## src/rtl/seq_definitions.sv

```systemverilog
// seq_definitions: shared payload width and UART transmitter state encodings.
package seq_definitions;

    localparam int seq_dp_width = 8;

    typedef enum logic [2:0] {
        seq_utx_idle,
        seq_utx_start,
        seq_utx_data,
        seq_utx_parity,
        seq_utx_stop
    } seq_utx_state_t;

endpackage

```

## src/rtl/seq_baud_gen.sv

```systemverilog
// seq_baud_gen: bit-period counter 0..CLK_DIV-1 with terminal-count tick.
module seq_baud_gen #(
    parameter int CLK_DIV = 868
) (
    input  logic clk,
    input  logic rst,
    input  logic i_clear,
    output logic o_tick
);

    logic [15:0] cnt_q;

    assign o_tick = cnt_q == 16'(CLK_DIV - 1);

    always_ff @(posedge clk or posedge rst)
        if (rst) cnt_q <= '0;
        else     cnt_q <= (i_clear || o_tick) ? '0 : cnt_q + 16'd1;

endmodule

```

## src/rtl/seq_uart_tx.sv

```systemverilog
// seq_uart_tx: UART frame transmitter (start, LSB-first data, stop).
// Define SEQ_UART_TX_PARITY_EN to add an even-parity bit before the stop bit.
import seq_definitions::*;

module seq_uart_tx #(
    parameter int CLK_DIV    = 868,
    parameter int DATA_WIDTH = seq_dp_width
) (
    input  logic                  clk,
    input  logic                  rst,
    input  logic [DATA_WIDTH-1:0] i_data,
    input  logic                  i_valid,
    output logic                  o_busy,
    output logic                  o_tx
);

    localparam int BW = $clog2(DATA_WIDTH + 1);

    seq_utx_state_t        state_q;
    logic [DATA_WIDTH-1:0] shift_q;
    logic [BW-1:0]         bit_q;
    logic                  tx_q;
    logic                  busy_q;
    logic                  tick;
`ifdef SEQ_UART_TX_PARITY_EN
    logic                  par_q;
`endif

    // Counter is held at zero while idle, so acceptance starts a fresh bit period.
    seq_baud_gen #(.CLK_DIV(CLK_DIV)) u_baud (
        .clk     (clk),
        .rst     (rst),
        .i_clear (state_q == seq_utx_idle),
        .o_tick  (tick)
    );

    always_ff @(posedge clk or posedge rst) begin
        if (rst) begin
            state_q <= seq_utx_idle;
            shift_q <= '0;
            bit_q   <= '0;
            tx_q    <= 1'b1;
            busy_q  <= 1'b0;
`ifdef SEQ_UART_TX_PARITY_EN
            par_q   <= 1'b0;
`endif
        end else begin
            case (state_q)
                seq_utx_idle: if (i_valid) begin
                    state_q <= seq_utx_start;
                    shift_q <= i_data;
                    bit_q   <= '0;
                    tx_q    <= 1'b0;
                    busy_q  <= 1'b1;
`ifdef SEQ_UART_TX_PARITY_EN
                    par_q   <= ^i_data;
`endif
                end
                seq_utx_start: if (tick) begin
                    state_q <= seq_utx_data;
                    tx_q    <= shift_q[0];
                    shift_q <= shift_q >> 1;
                end
                seq_utx_data: if (tick) begin
                    if (bit_q == BW'(DATA_WIDTH - 1)) begin
`ifdef SEQ_UART_TX_PARITY_EN
                        state_q <= seq_utx_parity;
                        tx_q    <= par_q;
`else
                        state_q <= seq_utx_stop;
                        tx_q    <= 1'b1;
`endif
                    end else begin
                        bit_q   <= bit_q + BW'(1);
                        tx_q    <= shift_q[0];
                        shift_q <= shift_q >> 1;
                    end
                end
                seq_utx_parity: if (tick) begin
                    state_q <= seq_utx_stop;
                    tx_q    <= 1'b1;
                end
                seq_utx_stop: if (tick) begin
                    state_q <= seq_utx_idle;
                    busy_q  <= 1'b0;
                end
                default: state_q <= seq_utx_idle;
            endcase
        end
    end

    assign o_tx   = tx_q;
    assign o_busy = busy_q;

endmodule

```

## config.mk

```make
export PLATFORM = sky130hd
export DESIGN_NAME = seq_uart_tx
export DESIGN_NICKNAME = d
export VERILOG_FILES = /design/src/rtl/seq_definitions.sv /design/src/rtl/seq_baud_gen.sv /design/src/rtl/seq_uart_tx.sv
export SDC_FILE = /design/constraint.sdc
export NUM_CORES = 1
export LEC_CHECK = 0
export BUFFER_PORTS_ARGS = -buffer_cell sky130_fd_sc_hd__clkbuf_2
export CORE_ASPECT_RATIO = 1.1
export CORE_MARGIN = 5
export CORE_UTILIZATION = 62
export CTS_BUF_LIST = sky130_fd_sc_hd__clkbuf_4 sky130_fd_sc_hd__clkbuf_8
export DETAILED_ROUTE_END_ITERATION = 8
export GPL_TIMING_DRIVEN = 0
export HOLD_SLACK_MARGIN = 0.05
export PLACE_DENSITY_LB_ADDON = 0.05
export SLEW_MARGIN = 20
export SYNTH_ARGS = -nofsm -noshare
export SYNTH_HDL_FRONTEND = slang
export SYNTH_SLANG_ARGS = --single-unit
```

## constraint.sdc

```tcl
create_clock -name clk -period 2.7 [get_ports clk]
set_clock_uncertainty 0.05 [all_clocks]
set_input_delay 0.405 -clock clk [delete_from_list [all_inputs] [get_ports clk]]
set_output_delay 0.405 -clock clk [all_outputs]
set_load 0.005 [all_outputs]
```

=== After elaboration in Yosys (flattened, before gate mapping) ===
Cells that the tools add are included.

* Add/sub/neg operators: 2
* Eq/ne operators: 13
* Multiplexer cells: 26
* Reduce and logical (&&, ||, !) cells: 11

{| class="wikitable"
|+ Operators by type and width
! kind !! count
|-
| $mux 8 || 4
|-
| $pmux 8 s3 || 1
|-
| $mux 3 || 6
|-
| $add 16x1->16 const B || 1
|-
| $eq 16x10->1 const B || 1
|-
| $mux 16 || 1
|-
| $pmux 3 s5 || 1
|-
| $mux 4 || 3
|-
| $reduce_and 5->1 || 2
|-
| $ne 2x1->1 const B || 4
|-
| $pmux 4 s2 || 1
|-
| $mux 1 || 7
|-
| $eq 3x2->1 const B || 2
|-
| $ne 2x2->1 const B || 3
|-
| $reduce_and 6->1 || 1
|-
| $add 4x1->4 const B || 1
|-
| $eq 4x3->1 const B || 1
|-
| $pmux 1 s4 || 1
|-
| $reduce_and 4->1 || 1
|-
| $reduce_bool 2->1 || 2
|-
| $reduce_bool 4->1 || 1
|-
| $eq 3x1->1 const B || 1
|-
| $eq 3x3->1 const B || 1
|-
| $logic_not 3->1 || 1
|-
| other kinds (4) || 4
|}

* Register bits: 33
* Output and inout bits: 2

=== Depth between registers and ports, before layout ===
Gate-level depths: netlist of run 1.

* Word-level depth: 4
* Gate-level depth with buffers: 6

=== By module ===
Synthesis of run 1 repeated with hierarchy kept, for this count alone.

* Cells, all modules: 172
* Area total of the unflattened synthesis: 1,851.8 sq um

{| class="wikitable"
|+ Modules (own cells, without submodules)
! module !! cells each !! area an instance (sq um) !! instances
|-
| seq_uart_tx || 87 || 940.9 || 1
|-
| seq_baud_gen || 85 || 910.9 || 1
|}

=== Least setup slack after synthesis of run 1 ===
Ideal clock, no wire load.

* Kind: reg-to-reg
* Start point: reg u_baud.cnt_q[0]
* End point: reg shift_q[0]
* Path buffers: 0
* Slack: 0.620 ns
* Stages on the path, launching flop included: 6
* Arrival: 1.905 ns
* Period minus slack after synthesis: 2.080 ns
* Library setup time: 0.125 ns
* Cell sequence: dfrtp_1 ha_1 nor3b_1 nand4_2 a221oi_4 mux2_2

* Word-level cells in the longest chain between the ends: 3
* Elaborated cells on any way between the ends: 4
* Classes of those cells: 3 x eq/ne; 1 x reduce/logical

{| class="wikitable"
|+ Ends and longest elaborated chain
! item !! RTL line !! source
|-
| start, declared || seq_baud_gen.sv:11 || <nowiki>logic [15:0] cnt_q;</nowiki>
|-
| start signal, assigned || seq_baud_gen.sv:17 || <nowiki>else cnt_q <= (i_clear || o_tick) ? '0 : cnt_q + 16'd1;</nowiki>
|-
| $eq 16x10->1 * || seq_baud_gen.sv:13 || <nowiki>assign o_tick = cnt_q == 16'(CLK_DIV - 1);</nowiki>
|-
| $ne 2x1->1 (no line) || -- ||
|-
| $reduce_and 5->1 (no line) * || -- ||
|-
| end signal, assigned || seq_uart_tx.sv:51 || <nowiki>shift_q <= i_data;</nowiki>
|-
| end signal, assigned || seq_uart_tx.sv:62 || <nowiki>shift_q <= shift_q >> 1;</nowiki>
|-
| end signal, assigned || seq_uart_tx.sv:76 || <nowiki>shift_q <= shift_q >> 1;</nowiki>
|-
| end, declared || seq_uart_tx.sv:20 || <nowiki>logic [DATA_WIDTH-1:0] shift_q;</nowiki>
|}

Mark *: on every way between the ends. The rest lies on a longest branch, timed or not.
A chain may end at the register's enable or synchronous reset.

=== Final worst setup path of run 1 ===
* Start point: reg u_baud.cnt_q[0]
* End point: reg shift_q[5]

The elaborated chain is that of the path after synthesis.

==> results of run 1 <==
flip-flops by register name, summed over array words and instances, names as in the netlist:
signal / count
bit_q: 4
u_baud.cnt_q: 16
state_q: 3
o_tx: 1
shift_q: 8
o_busy: 1
layout make-up:
class	count	area share [%]
multi-input cells	125	45.26
flip-flops and latches	33	43.23
repair buffers	12	3.139
clock buffers	7	3.074
well taps	33	2.158
plain buffers	7	1.570
inverters	8	1.570
cells in the mapped netlist (all sizes together), types with 4 or more instances:
library cell	count	area, um^2
dfrtp	32	800.8
clkbuf	5	20.01
nor3	4	20.02
nand2	7	26.28
a21oi	8	40.04
nand3	9	45.04
nor2	18	67.56
mux2	14	157.7
xor2	7	61.31
xnor2	5	43.79
nor4	5	46.29
o21ai	8	40.03
inv	8	30.03
nand4	8	56.30
or3	4	25.02
final timing paths:
path	endpoint	slack (ps)	cells past startpoint	start
max in group asynchronous	u_baud.cnt_q[6]	2050	2	rst
setup / recovery	shift_q[5]	340	5	u_baud.cnt_q[0]
hold reg to reg	o_tx	450	2	o_tx
min in group clk	shift_q[7]	270	3	i_data[7]
hold / removal	state_q[0]	110	2	rst
setup reg to reg	shift_q[5]	340	5	u_baud.cnt_q[0]
metal layers:
metal | up-vias | wire (um) | track usage [%]
met2 | 45 | 1808 | 32.62
met1 | 666 | 1381 | 21.66
met3 | 14 | 176 | 6.680
met5 | - | 0 | 0
met4 | 0 | 72 | 7.859
li1 | 663 | - | -
logic make-up (layout without fill, tap and decap cells):
group                    Yosys count  count (layout)  share of synthesized area (%)
AND/OR/NAND/NOR                   70              70                          22.70
AO/OA/AOI/OAI                     27              27                          10.28
flip-flops                        33              33                          47.18
multiplexers                      14              14                          8.994
buffers and inverters             15              34                          3.426
XOR/XNOR                          12              12                          5.996
adder cells (fa/ha/maj)            2               2                          1.427
worst reg2reg max path, cell delays in order, from the launching register on:
cell,delay (ps)
dfrtp_1,400
ha_1,260
nor3b_1,300
nand4_2,260
a221oi_4,560
mux2_2,400
through the flow:
stage	setup slack (ps)	instances	area, um^2	power [mW]	hold slack, ps
6_report	343.9	225	1913	1.237	109.3
5_1_grt	144.4	225	1913	1.325	158.1
4_1_cts	345.3	225	1913	1.248	133.7
3_5_place_dp	363.5	218	1854	0.9629	426.7
3_3_place_gp	404.3	218	1854	0.9380	426.7
2_1_floorplan	620.3	173	1753	0.8928	404.9
power by group through the flow:
stage                     Combinational (mW)  Sequential (mW)  Clock, mW
after global placement                 0.292            0.646          0
after detailed placement               0.308            0.655          0
after CTS                              0.310            0.645      0.293
after global routing                   0.347            0.660      0.318
after floorplan                        0.256            0.637          0
final                                  0.307            0.645      0.285
==> results_dict.tcl, run 1 <==
set metrics [dict create \
    power.leakage_nw 0.8324 \
    postCtsSetupRepairBufs 0 \
    synth_cell_types 38 \
    clk_pin_slew_worst_paths_ps 90 \
    antenna_found_initial 0 \
    clkSinkCount 33 \
    antenna_left 0 \
    tightest_slew_ps 673.0 \
    hp-class "input pin to async pin" \
    status "finished clean" \
    power_density_mw_per_mm2 646.5 \
    cts-root-buf "clkbuf_4" \
    worstSetupPathType "flop to flop" \
    internal_power_mw 0.8797 \
    cts_buffers 5 \
    die-area_mm2 0.003992 \
    insertedDiodeCount 0 \
    synth_top_flop_cell "dfrtp_1" \
    syn-num-nets 186 \
    critPathTopFamily "simple AND/OR/NAND/NOR gates" \
    yosysSeqAreaShare_pct 47.18 \
    path_cells "ha_1 > nor3b_1 > nand4_2 > a221oi_4 > mux2_2" \
    combPwrFrac_pct 24.8 \
    hold_viol 0 \
    timing.fmax_mhz 424.4 \
    relSlewSlack_pct 55.07 \
    avgSynthCellArea_um2 10.13 \
    slowest_delay_ps 560 \
    drc 0 \
    final_cell_mix "dfrtp_1, nor2_1, mux2_2" \
    die_h_um 65.77 \
    fin_setup_tns_ps 0 \
    grt_pass1_vias 1398 \
    peakVddDrop_v 0.0005100 \
    p_sw_mw 0.3571 \
    critPathSlowestCell "a221oi_4" \
    p_clk_share_pct 23.0 \
    final_common_cell "dfrtp_1" \
    drtIter0Drc 83 \
    portBuffers 12 \
    drv_slew 0 \
    wire_per_inst_um 15.28 \
    grt_pass1_wl_mm 5.871 \
    gp_congestion 0.8084 \
    power_frac_seq_pct 52.2 \
    yosys_warnings 0 \
    synth_area_mm2 0.001753 \
    seq_area_um2 827.0 \
    critPathBufInv 0 \
    multiInputGateArea_um2 865.8 \
    fin_nets 205 \
    synth_edf_count 0 \
    grtUsageTotal_pct 19.29 \
    cts_resized 0 \
    ctsHoldBuffers 0 \
    ys_ff_latch 33 \
    grt_max_degree 34 \
    die_w_um 60.70 \
    initial_core_util_pct 63.68 \
    nFillCells 219 \
    cts_buffer_depth 2 \
    hpwl_mm 2.422 \
    dr.pass1.iters 4 \
    grt-ovfl-total 0 \
    via_count 1388 \
    routed_via_density 6.169 \
    tritoncts "yes" \
    netlist_instances 173 \
    syn_to_final_growth_pct 9.136 \
    coreArea_mm2 0.002753 \
    arrival_ps 2510 \
    rows 20 \
    drive_gt1_share_pct 22.92 \
    startpoint_type "flop" \
    synthArstFlopShare_pct 100.0 \
    drv_cap 0 \
    rsz0062_at_grt "false" \
    routed_wl_mm 3.437 \
    end_kind "flop" \
    finalCritPeriodShare_pct 87.26 \
    final_util_pct 69.50 \
    setup_violations 0 \
    cts_max_level 2 \
    crit_fanout 8 \
    post-route-min-period_ps 2356 \
    clk_latency_ps 320 \
    io_pins 13 \
    cp.required_ps 2860 \
    swShare_pct 28.87 \
]
No activity file was read; power rests on OpenSTA's default activity.
==> run 2, diff against run 1 <==
--- a/config.mk
+++ b/config.mk
@@ -7,3 +7,3 @@
 export LEC_CHECK = 0
-export BUFFER_PORTS_ARGS = -buffer_cell sky130_fd_sc_hd__clkbuf_2
+export BUFFER_PORTS_ARGS = -buffer_cell sky130_fd_sc_hd__buf_4
 export CORE_ASPECT_RATIO = 1.1
==> constraint.sdc (replaced) <==
create_clock -name clk -period 2.7 [get_ports clk]
set_clock_uncertainty 0.05 [all_clocks]
set_input_delay 0.54 -clock clk [delete_from_list [all_inputs] [get_ports clk]]
set_output_delay 0.54 -clock clk [all_outputs]
set_load 0.005 [all_outputs]
==> run 2 against run 1 <==
- clock power barely moved
- cell area rose by 1.6%
- global-route usage barely moved
- largest cell class unchanged
==> results_dict.tcl, run 2 (same netlist as run 1, synthesis figures left out) <==
set metrics [dict create \
    status "finished clean" \
    hpwl_mm 2.518 \
    drc 0 \
    largest_register_ffs 16 \
    grt_pass1_wl_mm 5.733 \
    timing.fmax_mhz 414.5 \
    critPathTopFamily "simple AND/OR/NAND/NOR gates" \
    power.leakage_nw 0.8403 \
    top_register "u_baud.cnt_q" \
    coreArea_mm2 0.002753 \
    peakVddDrop_v 0.0005210 \
    end_kind "flop" \
    io_pins 13 \
    critPathBufInv 0 \
    hold_viol 0 \
    drtIter0Drc 58 \
    cts_buffer_depth 2 \
    finalCritPeriodShare_pct 89.35 \
    antenna_left 0 \
    rows 20 \
    fin_setup_tns_ps 0 \
    startpoint_type "flop" \
    drive_gt1_share_pct 22.92 \
    postCtsSetupRepairBufs 0 \
    drv_cap 0 \
    routed_via_density 5.947 \
    clkSinkCount 33 \
    tightest_slew_ps 662.3 \
    tritoncts "yes" \
    insertedDiodeCount 0 \
    rsz0062_at_grt "false" \
    die-area_mm2 0.003992 \
    whs_ps 260.1 \
    grt_pass1_vias 1262 \
    worstSetupPathType "flop to flop" \
    critPathSlowestCell "a221oi_4" \
    gp_congestion 0.8187 \
    wire_per_inst_um 14.99 \
    routed_wl_mm 3.372 \
    antenna_found_initial 0 \
    hp-class "input pin to async pin" \
    cp.required_ps 2860 \
    slowest_delay_ps 570 \
    relSlewSlack_pct 55.78 \
    path_cells "ha_1 > nor3b_1 > nand4_2 > a221oi_4 > mux2_2" \
    final_util_pct 70.59 \
    power_mw 1.242 \
    fin_nets 205 \
    final_common_cell "dfrtp_1" \
    clk_pin_slew_worst_paths_ps 100 \
    die_h_um 65.77 \
    drv_slew 0 \
    portBuffers 12 \
    crit_fanout 8 \
    cts_resized 0 \
    ctsHoldBuffers 0 \
    reg_top3 "u_baud.cnt_q x16, shift_q x8, bit_q x4" \
    die_w_um 60.70 \
    cts_buffers 5 \
    syn_to_final_growth_pct 10.85 \
    cts-root-buf "clkbuf_4" \
    initial_core_util_pct 63.68 \
    grt-ovfl-total 0 \
    clk_latency_ps 330 \
    setup_violations 0 \
    arrival_ps 2570 \
    post-route-min-period_ps 2412 \
    power_density_mw_per_mm2 639.4 \
    grtUsageTotal_pct 19.31 \
    grt_max_degree 34 \
    final_cell_mix "dfrtp_1, nor2_1, mux2_2" \
    via_count 1338 \
    dr.pass1.iters 4 \
    cts_max_level 2 \
]
-- run 2: cell count changes in the layout (fill, tap and decap cells not counted) --
cell / change
buf_4: +12
clkbuf_2: -12
-- run 2: final timing paths --
| kind | slack, ps | end | depth (start not counted) | from |
|---|---|---|---|---|
| min in group clk | 430 | shift_q[7] | 3 | i_data[7] |
| setup reg to reg | 290 | shift_q[5] | 5 | u_baud.cnt_q[0] |
| hold reg to reg | 450 | u_baud.cnt_q[0] | 1 | u_baud.cnt_q[0] |
| setup / recovery | 290 | shift_q[5] | 5 | u_baud.cnt_q[0] |
| max in group asynchronous | 1910 | u_baud.cnt_q[5] | 2 | rst |
| hold / removal | 260 | o_busy | 2 | rst |
-- run 2: per-layer routing --
metal | vias to the layer above | global-route usage (%) | part of all wire, %
li1 | 659 | - | -
met3 | 9 | 5.305 | 3.5
met5 | - | 0 | 0
met2 | 26 | 33.29 | 52
met4 | 0 | 6.775 | 1.7
met1 | 644 | 22.47 | 43
-- run 2: per-stage QoR --
step                      setup slack (ps)  instance area, um^2  std cells
final                                287.6                 1943        225
after global routing                 128.3                 1943        225
after CTS                            317.7                 1943        225
after detailed placement             340.4                 1884        218
after global placement               400.8                 1884        218
after floorplan                      620.3                 1753        173
-- run 2: worst register-to-register path, cell delays in order (launching register included) --
cell and delay (ps):
dfrtp_1 400, ha_1 260, nor3b_1 330, nand4_2 290
a221oi_4 570, mux2_2 400
-- run 2: power by group --
part	total (mW)	leakage, nW	internal, mW	switching [mW]
sequential	0.646	0.427	0.583	0.0628
clock	0.283	0.0348	0.133	0.151
combinational	0.313	0.378	0.169	0.144
-- run 2: area by class of cell --
class / count / area, um^2
clock buffer: 7 / 58.81
tap: 33 / 41.29
timing repair buffer: 12 / 90.09
sequential: 33 / 827.0
inverter: 8 / 30.03
multi-input combinational: 125 / 865.8
buffer: 7 / 30.03
fill: 219 / 809.5
